### src/rtl/cfg_chain_pkg.sv
// Shared definitions for the serial configuration chain controller:
// register offsets, CTRL/STATUS field positions and FSM state encoding.
package cfg_chain_pkg;

    localparam logic [31:0] OFF_DATA   = 32'h0000_0000;
    localparam logic [31:0] OFF_CTRL   = 32'h0000_0004;
    localparam logic [31:0] OFF_STATUS = 32'h0000_0008;

    localparam int CTRL_NBITS_LSB = 0;
    localparam int CTRL_NBITS_MSB = 4;
    localparam int CTRL_SEL_LSB   = 8;
    localparam int CTRL_SEL_MSB   = 11;
    localparam int CTRL_LATCH_BIT = 30;
    localparam int CTRL_START_BIT = 31;

    localparam int ST_BUSY_BIT = 0;
    localparam int ST_DONE_BIT = 1;
    localparam int ST_ERR_BIT  = 2;

    typedef enum logic [1:0] {
        ST_IDLE  = 2'd0,
        ST_SHIFT = 2'd1,
        ST_LATCH = 2'd2
    } chain_state_e;

    // CTRL readback hides the self-clearing start bit.
    function automatic logic [31:0] ctrl_readback(input logic [31:0] ctrl);
        logic [31:0] v;
        v = ctrl;
        v[CTRL_START_BIT] = 1'b0;
        return v;
    endfunction

endpackage

### src/rtl/cfg_chain_shifter.sv
// Datapath for one active chain: transmit/receive shift registers, bit
// counter, and the falling-edge retiming flop that launches serial data.
module cfg_chain_shifter (
    input  logic        clk,
    input  logic        reset,
    input  logic        load_tx,
    input  logic [31:0] load_data,
    input  logic        start_cnt,
    input  logic [4:0]  cnt_init,
    input  logic        shift_en,
    input  logic        sin_bit,
    output logic [31:0] rx,
    output logic        cnt_zero,
    output logic        sout_bit
);

    logic [31:0] tx_q, tx_d;
    logic [31:0] rx_q, rx_d;
    logic [4:0]  cnt_q, cnt_d;
    logic        sout_q, sout_d;

    always_comb begin
        tx_d  = tx_q;
        rx_d  = rx_q;
        cnt_d = cnt_q;
        if (reset) begin
            tx_d  = '0;
            rx_d  = '0;
            cnt_d = '0;
        end else begin
            if (load_tx) begin
                tx_d = load_data;
            end
            if (start_cnt) begin
                cnt_d = cnt_init;
            end
            if (shift_en) begin
                tx_d = {tx_q[30:0], 1'b0};
                rx_d = {rx_q[30:0], sin_bit};
                if (cnt_q != 5'd0) begin
                    cnt_d = cnt_q - 5'd1;
                end
            end
        end
    end

    always_ff @(posedge clk) begin
        tx_q  <= tx_d;
        rx_q  <= rx_d;
        cnt_q <= cnt_d;
    end

    // Launch on the falling edge so the chain sees half a cycle of setup
    // ahead of the rising edge that shifts it.
    assign sout_d = reset ? 1'b0 : tx_q[31];

    always_ff @(negedge clk) begin
        sout_q <= sout_d;
    end

    assign rx       = rx_q;
    assign cnt_zero = (cnt_q == 5'd0);
    assign sout_bit = sout_q;

endmodule

### src/rtl/cfg_chain_ctrl.sv
// Bus-mapped controller for NUM_CHAINS serial configuration chains: register
// decode, shift/latch sequencing and per-chain output steering.
module cfg_chain_ctrl
    import cfg_chain_pkg::*;
#(
    parameter int          NUM_CHAINS = 4,
    parameter logic [31:0] BASE_ADDR  = 32'h3000_0000
) (
    input  logic                  clk,
    input  logic                  reset,
    input  logic                  valid,
    input  logic                  wen,
    input  logic [31:0]           wb_addr,
    input  logic [31:0]           wdata,
    output logic                  ready,
    output logic [31:0]           rdata,
    input  logic [NUM_CHAINS-1:0] sin,
    output logic [NUM_CHAINS-1:0] sout,
    output logic [NUM_CHAINS-1:0] sen,
    output logic [NUM_CHAINS-1:0] latch,
    output logic                  busy
);

    localparam logic [4:0] NUM_CHAINS_W = 5'(NUM_CHAINS);

    chain_state_e          state_q, state_d;
    logic                  ready_q, ready_d;
    logic [31:0]           rdata_q, rdata_d;
    logic [31:0]           ctrl_q, ctrl_d;
    logic                  done_q, done_d;
    logic                  err_q, err_d;
    logic                  busy_q, busy_d;
    logic [NUM_CHAINS-1:0] sen_q, sen_d;
    logic [NUM_CHAINS-1:0] latch_q, latch_d;

    logic [NUM_CHAINS-1:0] sel_q_hot, sel_d_hot, sin_masked;
    logic [31:0]           off, status_word, rx;
    logic                  accept, is_busy, hit_data, hit_ctrl, hit_status;
    logic                  wr_data, wr_ctrl, wr_status, sel_ok, start_req;
    logic                  blocked, bad_sel, go, ctrl_we, load_tx;
    logic                  shift_en, sin_bit, cnt_zero, sout_bit;

    // A request is taken only while ready is low, so a held valid is
    // acknowledged on alternate cycles.
    assign accept     = valid && !ready_q;
    assign off        = wb_addr - BASE_ADDR;
    assign hit_data   = (off == OFF_DATA);
    assign hit_ctrl   = (off == OFF_CTRL);
    assign hit_status = (off == OFF_STATUS);
    assign is_busy    = (state_q != ST_IDLE);

    assign wr_data   = accept && wen && hit_data;
    assign wr_ctrl   = accept && wen && hit_ctrl;
    assign wr_status = accept && wen && hit_status;
    assign sel_ok    = ({1'b0, wdata[CTRL_SEL_MSB:CTRL_SEL_LSB]} < NUM_CHAINS_W);
    assign start_req = wdata[CTRL_START_BIT];

    assign blocked = (wr_data || wr_ctrl) && is_busy;
    assign bad_sel = wr_ctrl && !is_busy && start_req && !sel_ok;
    assign go      = wr_ctrl && !is_busy && start_req && sel_ok;
    assign ctrl_we = wr_ctrl && !is_busy && !(start_req && !sel_ok);
    assign load_tx = wr_data && !is_busy;

    assign shift_en = (state_q == ST_SHIFT);

    always_comb begin
        status_word = '0;
        status_word[ST_BUSY_BIT] = is_busy;
        status_word[ST_DONE_BIT] = done_q;
        status_word[ST_ERR_BIT]  = err_q;
    end

    genvar gi;
    generate
        for (gi = 0; gi < NUM_CHAINS; gi++) begin : g_chain
            assign sel_q_hot[gi]  = (ctrl_q[CTRL_SEL_MSB:CTRL_SEL_LSB] == 4'(gi));
            assign sel_d_hot[gi]  = (ctrl_d[CTRL_SEL_MSB:CTRL_SEL_LSB] == 4'(gi));
            assign sin_masked[gi] = sin[gi] && sel_q_hot[gi];
            assign sout[gi]       = sout_bit && sel_q_hot[gi];
        end
    endgenerate

    assign sin_bit = |sin_masked;

    always_comb begin
        state_d = state_q;
        ready_d = 1'b0;
        rdata_d = '0;
        ctrl_d  = ctrl_q;
        done_d  = done_q;
        err_d   = err_q;
        busy_d  = 1'b0;
        sen_d   = '0;
        latch_d = '0;
        if (reset) begin
            state_d = ST_IDLE;
            ctrl_d  = '0;
            done_d  = 1'b0;
            err_d   = 1'b0;
        end else begin
            ready_d = accept;
            if (accept && !wen) begin
                if (hit_data) begin
                    rdata_d = rx;
                end else if (hit_ctrl) begin
                    rdata_d = ctrl_readback(ctrl_q);
                end else if (hit_status) begin
                    rdata_d = status_word;
                end
            end

            if (wr_status) begin
                if (wdata[ST_DONE_BIT]) done_d = 1'b0;
                if (wdata[ST_ERR_BIT])  err_d  = 1'b0;
            end
            if (blocked || bad_sel) begin
                err_d = 1'b1;
            end
            if (ctrl_we) begin
                ctrl_d = wdata;
            end

            // Completion sets done after any clear so a same-cycle clear loses.
            case (state_q)
                ST_IDLE: begin
                    if (go) state_d = ST_SHIFT;
                end
                ST_SHIFT: begin
                    if (cnt_zero) begin
                        if (ctrl_q[CTRL_LATCH_BIT]) begin
                            state_d = ST_LATCH;
                        end else begin
                            state_d = ST_IDLE;
                            done_d  = 1'b1;
                        end
                    end
                end
                ST_LATCH: begin
                    state_d = ST_IDLE;
                    done_d  = 1'b1;
                end
                default: state_d = ST_IDLE;
            endcase

            busy_d  = (state_d != ST_IDLE);
            sen_d   = (state_d == ST_SHIFT) ? sel_d_hot : '0;
            latch_d = (state_d == ST_LATCH) ? sel_d_hot : '0;
        end
    end

    always_ff @(posedge clk) begin
        state_q <= state_d;
        ready_q <= ready_d;
        rdata_q <= rdata_d;
        ctrl_q  <= ctrl_d;
        done_q  <= done_d;
        err_q   <= err_d;
        busy_q  <= busy_d;
        sen_q   <= sen_d;
        latch_q <= latch_d;
    end

    cfg_chain_shifter u_shifter (
        .clk       (clk),
        .reset     (reset),
        .load_tx   (load_tx),
        .load_data (wdata),
        .start_cnt (go),
        .cnt_init  (wdata[CTRL_NBITS_MSB:CTRL_NBITS_LSB]),
        .shift_en  (shift_en),
        .sin_bit   (sin_bit),
        .rx        (rx),
        .cnt_zero  (cnt_zero),
        .sout_bit  (sout_bit)
    );

    assign ready = ready_q;
    assign rdata = rdata_q;
    assign busy  = busy_q;
    assign sen   = sen_q;
    assign latch = latch_q;

endmodule
### config.mk
export PLATFORM = sky130hd
export DESIGN_NAME = cfg_chain_ctrl
export DESIGN_NICKNAME = d
export VERILOG_FILES = /design/src/rtl/cfg_chain_pkg.sv /design/src/rtl/cfg_chain_shifter.sv /design/src/rtl/cfg_chain_ctrl.sv
export SDC_FILE = /design/constraint.sdc
export NUM_CORES = 1
export LEC_CHECK = 0
export CAP_MARGIN = 25
export CORE_UTILIZATION = 52
export CTS_CLUSTER_DIAMETER = 40
export CTS_CLUSTER_SIZE = 30
export DETAILED_ROUTE_END_ITERATION = 6
export PLACE_DENSITY_LB_ADDON = 0.3
export SETUP_SLACK_MARGIN = 0.05
export SYNTH_ARGS = -nofsm -noshare
export SYNTH_HDL_FRONTEND = slang
export SYNTH_SLANG_ARGS = --single-unit
### constraint.sdc
create_clock -name clk -period 2.7 [get_ports clk]
set_input_delay 0.27 -clock clk [delete_from_list [all_inputs] [get_ports clk]]
set_output_delay 0.27 -clock clk [all_outputs]
set_load 0.005 [all_outputs]
* After elaboration in Yosys (flattened, before gate mapping)
Index checks and enable logic that the tools add are counted.
** Storage, ports and cells
- Logic and storage cells :: 102
- Bits of input ports :: 72
- Flip-flop bits (word level) :: 147
- Output and inout port bits :: 46
** Cells by class
- Add/sub/neg operators :: 2
- Muxes and demuxes :: 23
- Reduce and logical (&&, ||, !) cells :: 46
- Eq/ne operators :: 12
- Magnitude comparators :: 1
- Bitwise operators :: 3
** Operator list (number)
- $mux 32 :: 3
- $eq 32x3->1 const B :: 1
- $eq 32x4->1 const B :: 1
- $logic_not 32->1 :: 1
- $sub 32x30->32 const B :: 1
- $mux 31 :: 1
- $mux 12 :: 2
- $logic_and 1x1->1 :: 22
- $eq 4x2->1 const B :: 4
- $mux 5 :: 3
- $reduce_bool 2->1 :: 5
- $eq 4x1->1 const B :: 2
- $logic_not 4->1 :: 2
- $mux 2 :: 4
- $reduce_or 2->1 :: 4
- $mux 1 :: 7
- $logic_not 1->1 :: 5
- $logic_not 5->1 :: 1
- $reduce_bool 5->1 :: 1
- $sub 5x1->5 const B :: 1
- $eq 2x1->1 const B :: 2
- $eq 2x2->1 const B :: 2
- $lt 4x3->1 const B :: 1
- $pmux 2 s2 :: 1
- other kinds (7) :: 10

* Logic depth before layout (Yosys ltp)
Gate-level depths: netlist of run 1.
- Depth after elaboration :: 13
- Depth in mapped cells :: 11
- Gate-level depth less buffers :: 7

* Modules after synthesis
Synthesis of run 1 repeated with hierarchy kept, for this count alone.
** Second synthesis, totals
- Cell total of the unflattened synthesis :: 631
- Area total of the unflattened synthesis :: 6083.3 sq um
** Modules (own cells, without submodules)
- cfg_chain_ctrl :: area an instance 3116.7 sq um, cells an instance 351, instances 1
- cfg_chain_shifter :: area an instance 2966.6 sq um, cells an instance 280, instances 1

==> results.md, run 1 <==
* Total Wirelength at 15.84 mm
* Run status: complete, no violations
* Synthesized instance count at 691
* Synth top area share at 48.41%
* Yosys Warn Count at 0
* R2R Setup Slk at 380 ps
* GR Util All Layers at 27.30%
* Synth-to-Final Area Change at 31.23%
* Via count at 5455
* Max_slew headroom at 59.04%
* Slew Limit Fails at 0
* Startpoint Class: flop
* Largest net degree at the start of global routing at 102
* Seq/Total Area, Yosys at 48.41%
* CTS Root Cell: clkbuf_16
* DR vias/cell at 5.772
* Area leader, netlist: dfxtp_1
* Detail Route Antenna Nets at 0
* # clock sinks at 147
* CP max stage cell: dfxtp_2
* Port Buf Inserts at 117
* CTS buffer count at 17
* CP Class: reg -> out
* Asr flop ratio synth at 0%
* Final clock skew at 20.12 ps
* Maximum clock path buffer count at 2
* Post-synth top flop: dfxtp_1
* Worst hold path type: in -> reg
* Hold Path End: ctrl_q[29]$_SDFFE_PP0N_
* Final Setup Violations at 0
* Setup repair bufs after CTS at 0
* DRC errors left at 0
* Hold Fails Final Rpt at 0
* Syn Nets at 767
* Area after DPL at 7380 um2
* H-tree depth at 4
* Routed length per instance at 16.76 um
* Reg-to-Reg Start: state_q[1]$_SDFF_PP0_
* Critical-path cell list: nand2_2 > nor2_2 > buf_2
* Worst r2r dst: sen[0]$_SDFF_PP0_
* Crit path required time at 2430 ps
* Synth Cell Area at 6078 um2
* Fin nets at 865
* Share of cells above drive strength 1 at 9.601%
* Top post-synthesis cells by area: dfxtp_1 48%, mux2i_1 6.9%, nand2_1 6.4%
* Synth cell types at 52
* Hold depth at 3
* TritonCTS clock tree: yes
* Tot Pwr at 4.770 mW
* Initial drt markers at 476
* Endpoint type of the worst setup path: output pin
* Die Area at 12130 um2
* MaxCap Viol Count at 0
* Core Region at 11420 um2
* Peak VDD IR at 425.0 uV
* Worst hold start: wdata[29]
* Unrepaired setup endpoints after global routing: true
* Die width at 110.1 um
* Placement Setup Slack at 27.77 ps
* Vias in the first global route at 5051
* Total grt overflow at 0
* First-pass GRT wire length at 25.06 mm
* Routability cong. at 0.8253
* Syn Area/Cell at 8.796 um2
* Clk_lat worst skew at 440 ps
* # diodes at 0
* Initial Utilization at 53.23%
* Biggest cell delay along the critical path at 340 ps
* Pleak at 2.555 nW
* Largest fanout on the critical path at 4
* Reg2Reg Depth at 7
* Worst setup margin at 7.838 ps
* I/O Pins at 118
* Number of detailed-route iterations in the first pass at 7
* Fin area at 7976 um2
* Placed wire-length estimate at 10.74 mm
* Row count at 39
* Post-synthesis register bit count at 147
* Antenna violations before repair at 0
* Worst slew pin tran at 614.4 ps
* Height of the die at 110.1 um
* Power per cell area at 598.0 nW/um2
* Clk slew on worst S/H paths at 60 ps
* Post-synth EDFFs at 0
* CP arrival at 2420 ps
==> per-layer routing <==
metal / vias to the layer above / track usage (%) / share of wire (%)
li1: 2615 / - / -
met1: 2593 / 36.59 / 43
met2: 224 / 43.08 / 47
met3: 23 / 6.232 / 7.5
met4: 0 / 9.962 / 1.7
met5: - / 0 / 0
==> repair_timing <==
item	CTS	global route
endpoints found under the hold margin	0	0
pin swaps	1	0
hold buffers	0	0
setup endpoints to repair	4	4
resized for setup	20	2
==> cells in the mapped netlist (all sizes together), types with 2 or more instances <==
cell and count:
nand2 104, nor2 95, nand2b 2, a211oi 2, a21oi 40, a22oi 28
nor4 11, o211ai 2, nand3 6, and3 2, inv 40, mux2i 42
a221oi 33, or4b 2, o31ai 2, nor3b 3, ha 4, nand4 4
nor4bb 2, buf 25, dfxtp 147, or4 3, nor2b 2, nor4b 2
a31oi 33, nor3 7, o21ai 4, clkbuf 30
==> through the flow <==
step	util, %	hold WS [ps]	setup TNS [ps]	instances
floorplan	-	409.8	0	691
global placement	64.63	441.9	0	913
detailed placement	64.63	447.2	0	913
CTS	69.81	438.6	-15.27	945
global route	69.86	449.0	-148.5	945
finish	69.86	444.6	0	945
==> cells in the final DEF, fill, tap and decap left out, types with 13 or more instances in the layout <==
cell type	netlist	final
inv_1	40	40
clkdlybuf4s50_1	0	112
buf_4	0	13
mux2i_1	42	42
a21oi_1	40	40
dfxtp_1	147	146
a22oi_1	28	28
a221oi_1	33	33
a31oi_1	33	33
nand2_1	103	102
clkbuf_16	0	17
nor2_1	94	92
==> worst max path at each step <==
stage	startpoint	to	cells after the start
global route	u_shifter.sout_bit$_SDFF_NP0_	sout[0]	3
floorplan	reset	u_shifter.sout_bit$_SDFF_NP0_	3
global placement	u_shifter.sout_bit$_SDFF_NP0_	sout[2]	2
detailed placement	u_shifter.sout_bit$_SDFF_NP0_	sout[0]	3
finish	u_shifter.sout_bit$_SDFF_NP0_	sout[0]	3
CTS	u_shifter.sout_bit$_SDFF_NP0_	sout[0]	3
==> where the power goes <==
| group | internal, mW | switching, mW | total (mW) |
|---|---|---|---|
| Clock | 1.39 | 0.981 | 2.37 |
| Sequential | 2.17 | 0.00283 | 2.17 |
| Combinational | 0.120 | 0.107 | 0.227 |
==> critical path: cells and delay by family, from the launching register on <==
kind / cells / cell delay, ps
flops: 1 / 340
simple gates: 2 / 170
buf+inv: 1 / 130
==> sequential cells by signal (all words and copies together) (netlist names) <==
register / cells
u_shifter.tx_q: 32
err_q: 1
state_q: 2
busy: 1
sen: 4
u_shifter.sout_bit: 1
u_shifter.rx: 32
latch: 4
u_shifter.cnt_q: 5
ctrl_q: 31
done_q: 1
ready: 1
rdata: 32
==> cell families (layout without fill, tap and decap cells) <==
logic type / count (synthesis) / count (layout) / synth area share (%)
multiplexers: 43 / 43 / 7.287
XOR/XNOR: 1 / 1 / 0.1441
adder cells (fa/ha/maj): 4 / 4 / 0.8234
buffers and inverters: 95 / 206 / 6.710
AND/OR/NAND/NOR: 251 / 251 / 19.80
AO/OA/AOI/OAI: 150 / 150 / 16.82
flip-flops: 147 / 147 / 48.41
==> final cells by class <==
class	instances	area [um2]
clock inverter	16	172.7
sequential	147	2944
inverter	39	146.4
fill	893	3442
timing repair buffer	134	1345
tap	143	178.9
multi-input combinational	449	2764
clock buffer	17	425.4
Power figures use the tool's default switching activity.
==> run 2, diff against run 1 <==
--- a/config.mk
+++ b/config.mk
@@ -6,7 +6,8 @@
 export NUM_CORES = 1
 export LEC_CHECK = 0
 export CAP_MARGIN = 25
-export CORE_UTILIZATION = 52
+export CORE_MARGIN = 2
+export CORE_UTILIZATION = 56
 export CTS_CLUSTER_DIAMETER = 40
 export CTS_CLUSTER_SIZE = 30
 export DETAILED_ROUTE_END_ITERATION = 6
@@ -15,3 +16,4 @@
 export SYNTH_ARGS = -nofsm -noshare
 export SYNTH_HDL_FRONTEND = slang
 export SYNTH_SLANG_ARGS = --single-unit
+export TNS_END_PERCENT = 20
==> constraint.sdc (replaced) <==
create_clock -name clk -period 3.2 [get_ports clk]
set_input_delay 0.32 -clock clk [delete_from_list [all_inputs] [get_ports clk]]
set_output_delay 0.32 -clock clk [all_outputs]
set_load 0.005 [all_outputs]
==> run 2 against run 1 <==
Register-to-register slack better by 190 ps. Non-clock buffer count shrank 3. The run now ends with design-rule violations left. Largest cell class unchanged. Largest power group unchanged. Sequential share of layout area up 0.48 points. Via count is 0.18% higher.
==> results.md, run 2 (same netlist as run 1, synthesis figures left out) <==
* Run status: finished with violations
* Failing checks: design-rule violations
* Most common cell after layout, fill and taps aside: dfxtp_1
* Die Area at 11700 um2 (-3.5%)
* Clk slew on worst S/H paths at 60 ps (about the same)
* Initial Utilization at 56.82% (+3.6 points)
* Slew Limit Fails at 0 (unchanged)
* Share of cells above drive strength 1 at 8.636% (-0.97 points)
* Worst hold path type: in -> reg
* Highest-count cells in the layout ignoring fill and taps: 146 x dfxtp_1, 112 x clkdlybuf4s50_1, 103 x nand2_1
* Final clock skew at 25.34 ps (+5.212 ps)
* Core Region at 10700 um2 (-6.3%)
* Max_slew headroom at 42.92% (-16 points)
* Height of the die at 108.2 um (-1.8%)
* Buf/Inv on CP at 1 (unchanged)
* Initial drt markers at 451 (-5.3%)
* Die width at 108.2 um (-1.8%)
* CTS buffer count at 17 (unchanged)
* CTS Hold Bufs at 0 (unchanged)
* Final Setup Violations at 0 (unchanged)
* Clk_lat worst skew at 520 ps (+80 ps)
* Filler instances at 764 (-14%)
* Maximum clock path buffer count at 2 (unchanged)
* Total grt overflow at 0 (unchanged)
* Family with the most delay on the worst path: flip-flops
* Port Buf Inserts at 117 (unchanged)
* Worst hold margin at 312.0 ps (-132.6 ps)
* Largest net degree at the start of global routing at 87 (-15%)
* Hold Fails Final Rpt at 0 (unchanged)
* CP Class: reg -> out
* Startpoint Class: flop
* CTS Root Cell: clkbuf_8
* Pleak at 2.517 nW (-1.5%)
* Critical-path cell list: nand2_1 > nor2_1 > dlygate4sd2_1
* DR vias/cell at 5.820 (+0.82%)
* I/O Pins at 118 (unchanged)
* Biggest cell delay along the critical path at 330 ps (about the same)
* Vias in the first global route at 5236 (+3.7%)
* CP arrival at 2800 ps (+380 ps)
* # diodes at 0 (unchanged)
* # clock sinks at 147 (unchanged)
* GR Util All Layers at 28.57% (+1.3 points)
* Post-Layout Cell Count at 939 (-0.63%)
* H-tree depth at 4 (unchanged)
* Detail Route Antenna Nets at 0 (unchanged)
* Area after DPL at 7316 um2 (-0.86%)
* Fin Setup TNS at 0 ps (unchanged)
* Row count at 38 (-2.6%)
* Fin nets at 862 (-0.35%)
* Fin area at 7875 um2 (-1.3%)
* Placed wire-length estimate at 10.95 mm (+1.9%)
* Power per cell area at 496.6 nW/um2 (-17%)
* Number of detailed-route iterations in the first pass at 7 (unchanged)
* Endpoint type of the worst setup path: output pin
* First-pass GRT wire length at 26.01 mm (+3.8%)
* Via count at 5465 (+0.18%)
* Placement Setup Slack at 161.9 ps (+134.2 ps)
* Worst setup margin at 82.41 ps (+74.58 ps)
* Unrepaired setup endpoints after global routing: true
* Antenna violations before repair at 0 (unchanged)
* Total Wirelength at 16.26 mm (+2.7%)
* Synth-to-Final Area Change at 29.56%
* TritonCTS clock tree: yes
* Routability cong. at 0.9344 (+13%)
* Crit path required time at 2880 ps (+450 ps)
* Worst slew pin tran at 856.3 ps (+241.9 ps)
* DRC errors left at 2 (+2)
* MaxCap Viol Count at 0 (unchanged)
* Routed length per instance at 17.32 um (+3.3%)
* Peak VDD IR at 405.4 uV (-4.6%)
* CP max stage cell: dfxtp_2
* Largest fanout on the critical path at 4 (unchanged)
* Post-Place Cells at 907 (-0.66%)
run 2: cell types whose count changed in the layout (fill, tap and decap cells not counted), moves of 2 or more:
cell        before  now
buf_2            3    1
inv_8            2    0
buf_12           5    2
clkinvlp_4       2    4
clkbuf_8         0    3
run 2: worst paths after layout:
path | start | end | slack [ps] | cells past startpoint
min | reset | state_q[1]$_SDFF_PP0_ | 310 | 3
min reg2reg | u_shifter.tx_q[30]$_SDFFE_PP0P_ | u_shifter.tx_q[31]$_SDFFE_PP0P_ | 460 | 2
max reg2reg | state_q[1]$_SDFF_PP0_ | ctrl_q[25]$_SDFFE_PP0N_ | 570 | 8
max | u_shifter.sout_bit$_SDFF_NP0_ | sout[0] | 80 | 3
run 2: repair_timing:
| action | CTS | global route |
|---|---|---|
| resized for setup | 10 | 2 |
| gates cloned | 0 | 0 |
| setup buffers | 0 | 0 |
| endpoints found under the setup margin | 4 | 3 |
run 2: area by class of cell:
type | instances | area [um2] | share of cell area [%]
clock buffer | 19 | 441.7 | 5.609
clock inverter | 14 | 126.4 | 1.605
inverter | 39 | 146.4 | 1.859
multi-input combinational | 449 | 2754 | 34.97
sequential | 147 | 2944 | 37.38
tap | 140 | 175.2 | 2.224
timing repair buffer | 131 | 1287 | 16.35
run 2: report_power, final:
part	internal [mW]	switching (mW)
registers	1.83	0.00254
clock network	1.08	0.805
logic	0.0984	0.0890
run 2: worst reg2reg max path, stage by stage (launching register included):
cell and delay (ps):
dfxtp_1 370, inv_1 140, ha_1 370, and4b_1 360, nand2_2 100, or4_1 730
buf_12 240, nand2_1 90, a21oi_1 70
run 2: metal layers:
layer	global-route usage [%]	vias to the layer above	wire [um]
met2	44.79	250	7738
met3	5.606	33	1182
met4	10.99	0	396
met5	0	-	0
met1	39.12	2579	6945
li1	-	2603	-
run 2: per-stage QoR:
stage | util (%) | power (mW)
finish | 73.61 | 3.911
global route | 73.61 | 4.016
CTS | 73.65 | 3.918
detailed placement | 68.39 | 2.062
global placement | 68.39 | 2.059
floorplan | - | 1.939
==> run 3, diff against run 2 <==
--- a/config.mk
+++ b/config.mk
@@ -16,4 +16,3 @@
 export SYNTH_ARGS = -nofsm -noshare
 export SYNTH_HDL_FRONTEND = slang
 export SYNTH_SLANG_ARGS = --single-unit
-export TNS_END_PERCENT = 20
==> run 3 against run 2 <==
Largest power group unchanged. Die area stayed put. Combinational power about the same. Worst setup slack gained 32 ps. Critical path type unchanged. The run now ends clean.
==> results.md, run 3 (same netlist as run 1, synthesis figures left out) <==
* Number of detailed-route iterations in the first pass at 7 (unchanged)
* Routability cong. at 0.9344 (unchanged)
* Detail Route Antenna Nets at 0 (unchanged)
* Psw at 0.8958 mW (-0.11%)
* Setup repair bufs after CTS at 0 (unchanged)
* Fin Setup TNS at 0 ps (unchanged)
* Die width at 108.2 um (unchanged)
* CP Class: reg -> out
* Switching portion of total power at 22.91% (about the same)
* First-pass GRT wire length at 26.01 mm (unchanged)
* Total grt overflow at 0 (unchanged)
* H-tree depth at 4 (unchanged)
* Run status: complete, no violations
* Crit path required time at 2880 ps (about the same)
* Placed wire-length estimate at 10.95 mm (unchanged)
* Largest net degree at the start of global routing at 87 (unchanged)
* CP arrival at 2770 ps (-30 ps)
* Pleak at 2.512 nW (-0.18%)
* DR vias/cell at 5.872 (+0.90%)
* GR Util All Layers at 28.57% (unchanged)
* # diodes at 0 (unchanged)
* Placement Setup Slack at 161.9 ps (unchanged)
* Worst setup margin at 114.8 ps (+32.35 ps)
* Max_slew headroom at 43.22% (+0.30 points)
* CTS Hold Bufs at 0 (unchanged)
* Maximum clock path buffer count at 2 (unchanged)
* Most common cell after layout, fill and taps aside: dfxtp_1
* Routed length per instance at 17.34 um (+0.15%)
* Row count at 38 (unchanged)
* Internal Power at 3.014 mW (about the same)
* Largest fanout on the critical path at 4 (unchanged)
* Initial drt markers at 451 (unchanged)
* Highest-count cells in the layout ignoring fill and taps: 146 x dfxtp_1, 112 x clkdlybuf4s50_1, 103 x nand2_1
* CTS buffer count at 17 (unchanged)
* Slew Limit Fails at 0 (unchanged)
* I/O Pins at 118 (unchanged)
* Reg power frac at 46.9% (about the same)
* MaxCap Viol Count at 0 (unchanged)
* Vias in the first global route at 5236 (unchanged)
* Final Util at 73.53% (-0.082 points)
* # clock sinks at 147 (unchanged)
* Combinational group share of total power at 4.8% (about the same)
* TritonCTS clock tree: yes
* Worst hold margin at 315.9 ps (+3.949 ps)
* Clock power share at 48.3% (about the same)
* Worst hold path type: in -> reg
* Core Region at 10700 um2 (unchanged)
* DRC errors left at 0 (-2)
* Via count at 5514 (+0.90%)
* Share of cells above drive strength 1 at 8.886% (+0.25 points)
* Clk_lat worst skew at 520 ps (about the same)
* Initial Utilization at 56.82% (unchanged)
* Biggest cell delay along the critical path at 330 ps (about the same)
* Die Area at 11700 um2 (unchanged)
* Final clock skew at 25.73 ps (+0.3991 ps)
* Total Wirelength at 16.29 mm (+0.15%)
* Critical-path cell list: nor3b_2 > clkbuf_2
* Synth-to-Final Area Change at 29.42%
* Port Buf Inserts at 117 (unchanged)
* CP max stage cell: dfxtp_2
* Clk slew on worst S/H paths at 60 ps (about the same)
* Fin nets at 862 (unchanged)
* CTS Root Cell: clkbuf_8
* Hold Fails Final Rpt at 0 (unchanged)
* Final Setup Violations at 0 (unchanged)
* Worst slew pin tran at 851.8 ps (-4.500 ps)
* Height of the die at 108.2 um (unchanged)
* Endpoint type of the worst setup path: output pin
* Antenna violations before repair at 0 (unchanged)
* Power per cell area at 497.1 nW/um2 (about the same)
* Startpoint Class: flop
* Unrepaired setup endpoints after global routing: false
* Peak VDD IR at 405.6 uV (about the same)
==> run 3: changes by cell type in the layout (fill, tap and decap cells not counted) <==
| cell | delta |
|---|---|
| dlygate4sd2_1 | -1 |
| buf_2 | -1 |
| clkdlybuf4s15_1 | -1 |
| clkbuf_2 | +3 |
==> run 3: power by group through the flow <==
stage          clock network, mW  logic, mW  registers (mW)
2_1_floorplan            0.00391     0.0607            1.87
3_3_place_gp             0.00391      0.181            1.87
3_5_place_dp             0.00391      0.183            1.87
4_1_cts                     1.90      0.185            1.83
5_1_grt                     1.98      0.198            1.83
6_report                    1.89      0.187            1.83
==> run 3: per-stage QoR <==
stage          power, mW  instance area (um2)  std cells
2_1_floorplan      1.939                 6078        691
6_report           3.910                 7866        939
4_1_cts            3.918                 7883        939
3_3_place_gp       2.059                 7316        907
3_5_place_dp       2.062                 7316        907
5_1_grt            4.016                 7866        939
==> run 3: final timing paths <==
kind                                                       from                               to  slack (ps)  depth (start not counted)
worst max-delay path              u_shifter.sout_bit$_SDFF_NP0_                          sout[2]         110                          2
worst min-delay path                                      reset            state_q[1]$_SDFF_PP0_         320                          3
worst max register to register            state_q[1]$_SDFF_PP0_          ctrl_q[25]$_SDFFE_PP0N_         550                          8
worst min register to register  u_shifter.tx_q[30]$_SDFFE_PP0P_  u_shifter.tx_q[31]$_SDFFE_PP0P_         460                          2
==> run 3: layer usage <==
metal / wire length, um / share of wire (%) / GRT usage, % / up-vias
met3: 1243 / 7.6 / 5.606 / 35
met5: 0 / 0 / 0 / -
li1: - / - / - / 2603
met1: 6918 / 42 / 39.12 / 2617
met2: 7736 / 48 / 44.79 / 259
met4: 387 / 2.4 / 10.99 / 0
==> run 3: final cells by class <==
cell class	instances	area, um2
tap	140	175.2
multi-input combinational	449	2754
timing repair buffer	131	1279
inverter	39	146.4
clock inverter	14	126.4
sequential	147	2944
fill	763	2831
clock buffer	19	441.7
==> run 3: timing repair <==
item,CTS,global route
pin swaps,0,0
endpoints found under the setup margin,4,4
resized for setup,7,7
==> run 3: worst max-delay path: cells and delay by family, from the launching register on <==
kind	cells	cell delay [ps]
and+or+nand+nor	1	190
buffers and inverters	1	150
DFF	1	330
==> RTL change, RTL diff (settings of run 1) <==
Set the package constant `CTRL_SEL_LSB` to 7 (it was 8).
--- a/src/rtl/cfg_chain_pkg.sv
+++ b/src/rtl/cfg_chain_pkg.sv
@@ -8,7 +8,7 @@
 
     localparam int CTRL_NBITS_LSB = 0;
     localparam int CTRL_NBITS_MSB = 4;
-    localparam int CTRL_SEL_LSB   = 8;
+    localparam int CTRL_SEL_LSB   = 7;
     localparam int CTRL_SEL_MSB   = 11;
     localparam int CTRL_LATCH_BIT = 30;
     localparam int CTRL_START_BIT = 31;
Check against the original RTL: not checked (the comparison handles one clock edge and no latches or derived clocks); the edit may change what the design does.
==> RTL change against run 1 <==
  * The run now ends with setup timing left
  * Hold slack worse by 0.15 ns
  * Worst setup slack worse by 0.12 ns
  * Highest routed layer unchanged
  * Final cell count is 10% lower
  * Via count is 15% lower
  * Non-clock buffer count is 5 higher
  * Power is 2.8% lower
  * Synthesized area is 3.6% lower
  * Final area is 2.2% lower
  * Critical path depth stayed put
  * Wire length is 13% lower
  * Sequential cell count stayed put
==> RTL change: results (changes against run 1) <==
clock latency on the worst-skew pair = 0.52 ns (was 0.44 ns)
number of DRC markers after the initial detailed-route iteration = 230 (was 476)
share of cells above drive strength 1 = 10.70% (was 9.601%)
Worst Path Arrival = 2.54 ns (was 2.42 ns)
Compound-Gate Fraction of Synth Area = 11.10% (was 16.82%)
final setup margin = -0.1147 ns (was 0.007838 ns)
adder-cell share of the synthesized area = 0.8540% (was 0.8234%)
outcome = finished with violations (was finished, final reports clean)
first-pass GRT wire length = 22.25 mm (was 25.06 mm)
reg-to-reg startpoint = u_shifter.cnt_q[0]$_SDFF_PP0_ (was state_q[1]$_SDFF_PP0_)
Seq/Total Area, Yosys = 50.21% (was 48.41%)
Synth area leaders = dfxtp_1 50%, mux2i_1 18%, nor2_1 7.9% (was dfxtp_1 48%, mux2i_1 6.9%, nand2_1 6.4%)
Slew HR = 51.61% (was 59.04%)
DRT Pass-1 Iters = 4 (was 7)
Setup Skew = 0.02669 ns (was 0.02012 ns)
routed len/inst = 16.17 um (was 16.76 um)
FF-to-FF setup slack = 0.32 ns (was 0.38 ns)
Tot GR Track Use = 24.80% (was 27.30%)
XOR/XNOR Fraction of Synth Area = 0.1494% (was 0.1441%)
largest net degree at the start of global routing = 72 (was 102)
vias = 4628 (was 5455)
Post-layout nets = 774 (was 865)
CTS Root Buffer Type = clkbuf_8 (was clkbuf_16)
WHS Endpoint = ctrl_q[30]$_SDFFE_PP0N_ (was ctrl_q[29]$_SDFFE_PP0N_)
failing checks = setup timing
total CTS buffers = 17 (unchanged)
Mapped Nets = 658 (was 767)
Port Buffers = 117 (unchanged)
setup_tns = -0.2629 ns (was 0 ns)
DP HPWL = 9.267 mm (was 10.74 mm)
Yosys cell types = 46 (was 52)
Post-synth top cells = 147 x dfxtp_1, 123 x nor2_1, 103 x mux2i_1, 31 x a211oi_1, 28 x a22o_1 (was 147 x dfxtp_1, 103 x nand2_1, 94 x nor2_1, 42 x mux2i_1)
worst hold start = reset (was wdata[29])
fillcell total = 826 (was 893)
DP Area = 7228 um2 (was 7380 um2)
mux cell area share after synthesis = 17.98% (was 7.287%)
Net Sw Frac = 20.23% (was 22.87%)
Leakage Power = 0.002771 uW (was 0.002555 uW)
gpl congestion = 0.8050 (was 0.8253)
Max IR drop VDD = 503.8 uV (was 425.0 uV)
Final setup viols = 4 (was 0)
post-place setup slack = -0.04253 ns (was 0.02777 ns)
CP peak stage delay = 0.33 ns
cells on worst reg2reg path = 7 (unchanged)
-- RTL change: cell count changes after synthesis, sizes merged, moves of 29 or more --
cell,run 1,this run
mux2i,42,103
inv,40,8
a211oi,2,31
a21oi,40,9
a31oi,33,3
nand2,104,15
a221oi,33,2
-- RTL change: cell families (layout without fill, tap and decap cells) --
group / Yosys count / count (layout)
AND/OR/NAND/NOR: 191 / 191
flip-flops: 147 / 147
multiplexers: 104 / 104
AO/OA/AOI/OAI: 85 / 85
buffers and inverters: 50 / 178
adder cells (fa/ha/maj): 4 / 4
XOR/XNOR: 1 / 1
-- RTL change: what timing repair did --
item	4_1_cts	5_1_grt
buffers inserted	0	0
pin swaps	4	4
resized for setup	20	2
setup endpoints to repair	4	4
-- RTL change: metal layers --
layer  global-route usage [%]  part of all wire (%)  wire, um  up-vias
met1                    31.45                    44      6072     2171
met2                    40.26                    48      6657      140
li1                         -                     -         -     2301
met5                        0                     0         0        -
met3                    5.907                   6.0       828       16
met4                    10.47                   1.3       184        0
-- RTL change: area by class of cell --
| class | count | area (um2) | share of cell area (%) |
|---|---|---|---|
| Clock buffer | 20 | 435.4 | 5.581 |
| Tap cell | 140 | 175.2 | 2.245 |
| Timing Repair Buffer | 139 | 1364 | 17.48 |
| Clock inverter | 12 | 138.9 | 1.780 |
| Inverter | 7 | 26.28 | 0.3368 |
| Multi-Input combinational cell | 385 | 2719 | 34.85 |
| Sequential cell | 147 | 2944 | 37.73 |
-- RTL change: worst max-delay path by stage --
stage,start,to,slack [ns],depth (start not counted)
4_1_cts,u_shifter.sout_bit$_SDFF_NP0_,sout[1],-0.12,3
5_1_grt,u_shifter.sout_bit$_SDFF_NP0_,sout[1],-0.17,3
3_5_place_dp,u_shifter.sout_bit$_SDFF_NP0_,sout[1],-0.04,3
6_report,u_shifter.sout_bit$_SDFF_NP0_,sout[1],-0.11,3
2_1_floorplan,reset,u_shifter.sout_bit$_SDFF_NP0_,0.42,3
3_3_place_gp,u_shifter.sout_bit$_SDFF_NP0_,sout[1],-0.01,3
-- RTL change: power groups by stage --
stage | registers (uW) | clock network (uW) | logic [uW]
6_report | 2170 | 2280 | 189
5_1_grt | 2170 | 2420 | 200
4_1_cts | 2170 | 2310 | 189
3_5_place_dp | 2220 | 4.64 | 187
3_3_place_gp | 2220 | 4.64 | 183
2_1_floorplan | 2220 | 4.64 | 46.4
-- RTL change: critical path, delay by kind of cell (launching register included) --
kind / cells / cell delay [ns]
DFF: 1 / 0.33
and+or+nand+nor: 2 / 0.23
buffers and inverters: 1 / 0.13
-- RTL change: per-stage QoR --
step | hold WS (ns) | std cells
floorplan | 0.4098 | 582
CTS | 0.2851 | 850
finish | 0.2945 | 850
detailed placement | 0.4435 | 819
global route | 0.3120 | 850
global placement | 0.4434 | 819
